[src/rtl/ps2_key_decoder.sv]
// rtl/ps2_key_decoder.sv - PS/2 set-2 receiver and arrow/shift/space key-state decoder
//
// Receives raw PS/2 frames, validates start/parity/stop and a per-frame
// timeout, then decodes make/break scancodes into held/released key levels.
//
// Ports:
//   clk, resetN         system clock, asynchronous active-low reset
//   ps2Clk, ps2Data     raw keyboard pins (asynchronous to clk)
//   rightArrow          right arrow held (E0-prefixed RIGHT_CODE)
//   leftArrow           left arrow held (E0-prefixed LEFT_CODE)
//   superSpeed          speed key held (SPEED_CODE, no prefix)
//   fire                fire key held (FIRE_CODE, no prefix)
//   byteValid           one-cycle strobe, good frame received
//   byteOut             last good byte, held between strobes
//   frameErr            one-cycle strobe, parity/stop/timeout error
module ps2_key_decoder #(
    parameter int          TIMEOUT_CYCLES = 100000,
    parameter logic [7:0]  RIGHT_CODE     = 8'h74,
    parameter logic [7:0]  LEFT_CODE      = 8'h6B,
    parameter logic [7:0]  SPEED_CODE     = 8'h12,
    parameter logic [7:0]  FIRE_CODE      = 8'h29
) (
    input  logic       clk,
    input  logic       resetN,
    input  logic       ps2Clk,
    input  logic       ps2Data,
    output logic       rightArrow,
    output logic       leftArrow,
    output logic       superSpeed,
    output logic       fire,
    output logic       byteValid,
    output logic [7:0] byteOut,
    output logic       frameErr
);

    localparam int                GAP_W   = $clog2(TIMEOUT_CYCLES + 1);
    localparam logic [GAP_W-1:0]  GAP_MAX = GAP_W'(TIMEOUT_CYCLES);

    typedef enum logic {IDLE, RX} state_t;

    logic [1:0]       clkSync;
    logic [1:0]       dataSync;
    logic             clkPrev;
    logic             fall;
    logic             bitIn;
    logic [GAP_W-1:0] gapCnt;
    logic             timeoutHit;

    state_t           state, stateNext;
    logic [3:0]       bitCnt, bitCntNext;
    logic [7:0]       shiftReg, shiftNext;
    logic             parityBit, parityNext;

    logic             frameDone;
    logic             frameGood;
    logic             validNext;
    logic             errNext;

    logic             ext;
    logic             brk;

    // Synchronizers reset to 0 so a high idle line after reset never looks
    // like a falling edge.
    always_ff @(posedge clk or negedge resetN) begin
        if (!resetN) begin
            clkSync  <= 2'b00;
            dataSync <= 2'b00;
            clkPrev  <= 1'b0;
        end else begin
            clkSync  <= {clkSync[0], ps2Clk};
            dataSync <= {dataSync[0], ps2Data};
            clkPrev  <= clkSync[1];
        end
    end

    assign fall  = clkPrev & ~clkSync[1];
    assign bitIn = dataSync[1];

    // Gap counter: cleared by every edge, saturates at the timeout value.
    always_ff @(posedge clk or negedge resetN) begin
        if (!resetN) begin
            gapCnt <= '0;
        end else if (fall) begin
            gapCnt <= '0;
        end else if (gapCnt != GAP_MAX) begin
            gapCnt <= gapCnt + GAP_W'(1);
        end
    end

    assign timeoutHit = (state == RX) && !fall && (gapCnt == GAP_MAX);

    // Receiver state register
    always_ff @(posedge clk or negedge resetN) begin
        if (!resetN) begin
            state     <= IDLE;
            bitCnt    <= 4'd0;
            shiftReg  <= 8'h00;
            parityBit <= 1'b0;
        end else begin
            state     <= stateNext;
            bitCnt    <= bitCntNext;
            shiftReg  <= shiftNext;
            parityBit <= parityNext;
        end
    end

    // Receiver next-state logic. A new start bit clears the shifter, so a
    // frame abandoned by timeout never leaks into the next byte.
    always_comb begin
        stateNext  = state;
        bitCntNext = bitCnt;
        shiftNext  = shiftReg;
        parityNext = parityBit;
        case (state)
            IDLE: begin
                if (fall && !bitIn) begin
                    stateNext  = RX;
                    bitCntNext = 4'd1;
                    shiftNext  = 8'h00;
                end
            end
            RX: begin
                if (timeoutHit) begin
                    stateNext  = IDLE;
                    bitCntNext = 4'd0;
                end else if (fall) begin
                    if (bitCnt <= 4'd8) begin
                        shiftNext  = {bitIn, shiftReg[7:1]};
                        bitCntNext = bitCnt + 4'd1;
                    end else if (bitCnt == 4'd9) begin
                        parityNext = bitIn;
                        bitCntNext = 4'd10;
                    end else begin
                        stateNext  = IDLE;
                        bitCntNext = 4'd0;
                    end
                end
            end
            default: begin
                stateNext  = IDLE;
                bitCntNext = 4'd0;
            end
        endcase
    end

    // Receiver output decode; the strobes themselves are registered below.
    always_comb begin
        frameDone = (state == RX) && fall && (bitCnt == 4'd10);
        frameGood = frameDone && bitIn && (^{shiftReg, parityBit});
        validNext = frameGood;
        errNext   = (frameDone && !frameGood) || timeoutHit;
    end

    always_ff @(posedge clk or negedge resetN) begin
        if (!resetN) begin
            byteValid <= 1'b0;
            frameErr  <= 1'b0;
            byteOut   <= 8'h00;
        end else begin
            byteValid <= validNext;
            frameErr  <= errNext;
            if (validNext) begin
                byteOut <= shiftReg;
            end
        end
    end

    // Scancode decoder: E0/F0 arm the prefix flags, the next code consumes
    // them. A receive error drops any pending prefix.
    always_ff @(posedge clk or negedge resetN) begin
        if (!resetN) begin
            ext        <= 1'b0;
            brk        <= 1'b0;
            rightArrow <= 1'b0;
            leftArrow  <= 1'b0;
            superSpeed <= 1'b0;
            fire       <= 1'b0;
        end else if (frameErr) begin
            ext <= 1'b0;
            brk <= 1'b0;
        end else if (byteValid) begin
            case (byteOut)
                8'hE0: ext <= 1'b1;
                8'hF0: brk <= 1'b1;
                8'h00, 8'hFF: begin
                    ext        <= 1'b0;
                    brk        <= 1'b0;
                    rightArrow <= 1'b0;
                    leftArrow  <= 1'b0;
                    superSpeed <= 1'b0;
                    fire       <= 1'b0;
                end
                default: begin
                    if (ext && byteOut == RIGHT_CODE)  rightArrow <= !brk;
                    if (ext && byteOut == LEFT_CODE)   leftArrow  <= !brk;
                    if (!ext && byteOut == SPEED_CODE) superSpeed <= !brk;
                    if (!ext && byteOut == FIRE_CODE)  fire       <= !brk;
                    ext <= 1'b0;
                    brk <= 1'b0;
                end
            endcase
        end
    end

endmodule

[config.mk]
export PLATFORM = sky130hd
export DESIGN_NAME = ps2_key_decoder
export DESIGN_NICKNAME = d
export VERILOG_FILES = /design/src/rtl/ps2_key_decoder.sv
export SDC_FILE = /design/constraint.sdc
export NUM_CORES = 1
export LEC_CHECK = 0
export BUFFER_PORTS_ARGS = -buffer_cell sky130_fd_sc_hd__buf_2
export CAP_MARGIN = 30
export CORE_UTILIZATION = 55
export DETAILED_ROUTE_END_ITERATION = 8
export PLACE_DENSITY = 0.83
export SKIP_LAST_GASP = 1
export SLEW_MARGIN = 5
export SYNTH_ARGS = -nofsm -noshare
export SYNTH_HDL_FRONTEND = slang
export SYNTH_SLANG_ARGS = --single-unit
[constraint.sdc]
create_clock -name clk -period 5.2 [get_ports clk]
set_input_delay 0.52 -clock clk [delete_from_list [all_inputs] [get_ports clk]]
set_output_delay 0.52 -clock clk [all_outputs]
set_load 0.05 [all_outputs]
==> impl_metrics.yaml <==
status:
  status: "finished clean"
critical_path:
  path_common_cell: "o21ai_0"
  crit_family: "compound AO/OA/AOI/OAI gates"
  max_stage_delay_ns: 0.51
  path_class: "register to register"
  cp-end-kind: "register"
  crit_path_cell_trace: "nor4bb_1, nand3_1, o21ai_0, o21ai_0, a21o_1"
  cp_num_buf_inv: 0
  start_kind: "register"
  required_ns: 5.39
  critPathMaxFanout: 5
  slowest_stage: "nor4bb_1"
  arrival_ns: 2.33
place:
  dp_hpwl_um: 3200
  finalWeightedCongestion: 0.843
  portBuffers: 17
grt:
  grt_overflow: 0
  grt_pass1_wl_um: 8070
  grt_max_degree: 53
  antenna_found_initial: 0
  track_usage_pct: 20.7
  grt_pass1_vias: 1827
final_layout:
  area_growth_pct: 9.49
  final_common_cell: "dfrtp_1"
  nNetsFinal: 285
  drive_above_1_share_pct: 13.4
  final_cell_mix: "dfrtp_1, nand2_1, nor2_1, o21ai_0, buf_2"
  antenna-diode-count: 0
sta:
  finalHoldViolCount: 0
  worst_slew_pin_slew_ns: 0.657
  fin_crit_sh_pct: 41.1
  fin_crit_ns: 2.14
  slew_violations: 0
  fmax_mhz: 468
  timing.setup.tns_ns: 0
  skew_ns: 0.00795
  maxSlewHeadroom_pct: 55.5
  final-setup-viol-count: 0
  rsz0062_at_grt: "no"
yosys:
  synth.cell_area_um2: 2530
  postSynthAreaPerCell_um2: 9.97
  ys.flop_type: "dfrtp_1"
  ys_ff_latch: 52
  async_flop_share_pct: 100
  synth-seq-area-share_pct: 51.4
  synth.distinct_cells: 40
  synth_edf_count: 0
  yosys_warnings: 0
  synth_nets: 264
  syn_inst: 254
floorplan:
  fp.dieW_um: 69.9
  core_um2: 4380
  die_area_um2: 4880
  die_h_um: 69.9
  placementRows: 24
  boundaryPins: 18
  initial_core_util_pct: 57.8
routing:
  drc_errors: 0
  ant_nets: 0
  vias: 1941
  vias_per_cell: 5.92
  routed_wl_um: 4560
  drtIter0Drc: 108
  wire_per_inst_um: 13.9
  first_pass_iters: 4
clock_tree:
  clk_pin_slew_ns: 0.09
  numCtsBuffers: 5
  cts.sink_count: 52
  cts_root_buf: "clkbuf_8"
  cts_resized: 0
  insertion_delay_ns: 0.30
  cts_max_level: 2
  cts_setup_buffers: 0
  cts_tree: "yes"
  hold_buffers: 0
  clockBufferDepth: 2
power:
  clkPwrFrac_pct: 20.7
  share_comb_of_total_power_pct: 29.7
  power_mw: 1.14
  p_leak_nw: 1.27
  p_seq_share_pct: 49.6
  p_sw_mw: 0.395
  ir_worst_vdd_mv: 0.265
  switching_share_pct: 34.6
  p_per_area_nw_per_um2: 412
  p_int_mw: 0.747
job:
  max_cap_violations: 0
worst_hold_path:
  hold_path.class: "input pin to asynchronous set/reset pin"
[cells in the mapped netlist (2+ instances only)]
cell type,count,share of area [%]
nand3_1,8,1.6
nor2b_1,2,0.49
nand2b_1,3,0.74
mux2_2,9,4.0
nor3_1,11,2.2
dfrtp_1,52,51
a21o_1,3,0.89
clkbuf_1,5,0.74
inv_1,13,1.9
o21ai_0,21,4.2
or3_1,7,1.7
nor2_1,21,3.1
a21oi_1,11,2.2
nor4bb_1,2,0.79
o21bai_1,2,0.59
o31ai_1,2,0.59
nand4_1,6,1.5
nor4b_1,3,1.0
nand2_1,30,4.4
xor2_1,3,1.0
xnor2_1,13,4.5
ha_1,6,3.0
nor4_1,2,0.49
nand4b_1,3,1.0
[flip-flops by register name, summed over array words and instances (netlist names), 2 cells and up]
register and flops:
gapCnt 17, byteOut 8, shiftReg 8, bitCnt 4
clkSync 2, dataSync 2
[path summary, 6_finish.rpt]
path	from	to	slack (ns)	cells past startpoint
max in group asynchronous	resetN	gapCnt[5]$_DFFE_PN0P_	4.46	2
worst max register to register	gapCnt[13]$_DFFE_PN0P_	bitCnt[2]$_DFFE_PN0P_	3.06	5
min in group clk	ps2Data	dataSync[0]$_DFF_PN0_	0.32	1
worst max-delay path	gapCnt[13]$_DFFE_PN0P_	bitCnt[2]$_DFFE_PN0P_	3.06	5
worst min register to register	dataSync[0]$_DFF_PN0_	dataSync[1]$_DFF_PN0_	0.36	0
worst min-delay path	resetN	fire$_DFFE_PN0P_	0.30	2
[final cells by class]
type / instances / area (um2)
inverters: 13 / 48.8
well taps: 52 / 65.1
clock inverters: 1 / 7.51
flip-flops and latches: 52 / 1300
fillers: 357 / 1610
clock buffers: 7 / 86.3
repair buffers: 19 / 100
multi-input cells: 184 / 1160
[logic make-up after synthesis]
kind of cell,count (synthesis),share of synthesized area [%]
AO/OA/AOI/OAI,45,10.3
flip-flops,52,51.4
XOR/XNOR,17,6.42
AND/OR/NAND/NOR,106,21.9
multiplexers,10,4.40
adder cells (fa/ha/maj),6,2.96
buffers and inverters,18,2.67
[routing by layer]
layer	vias to the layer above	wire length (um)	global-route usage, %
li1	933	-	-
met1	953	2180	27.5
met2	49	2170	33.4
met3	6	169	5.77
met4	0	48	5.78
met5	-	0	0
[power by group through the flow]
stage	clock (mW)	sequential, mW	combinational [mW]
floorplan	0	0.563	0.274
global placement	0	0.570	0.329
detailed placement	0	0.575	0.341
CTS	0.243	0.567	0.344
global route	0.259	0.578	0.381
finish	0.236	0.567	0.339
[metrics by stage]
step | setup WS, ns | utilization (%) | hold slack [ns] | instance area [um2] | cells
after global routing | 2.80 | 63.2 | 0.304 | 2770 | 328
after floorplan | 3.29 | - | 0.224 | 2530 | 254
after CTS | 3.08 | 63.2 | 0.314 | 2770 | 328
after global placement | 3.20 | 61.1 | 0.333 | 2680 | 320
final | 3.06 | 63.2 | 0.305 | 2770 | 328
after detailed placement | 3.10 | 61.1 | 0.341 | 2680 | 320
No activity file was read; power rests on OpenSTA's default activity.
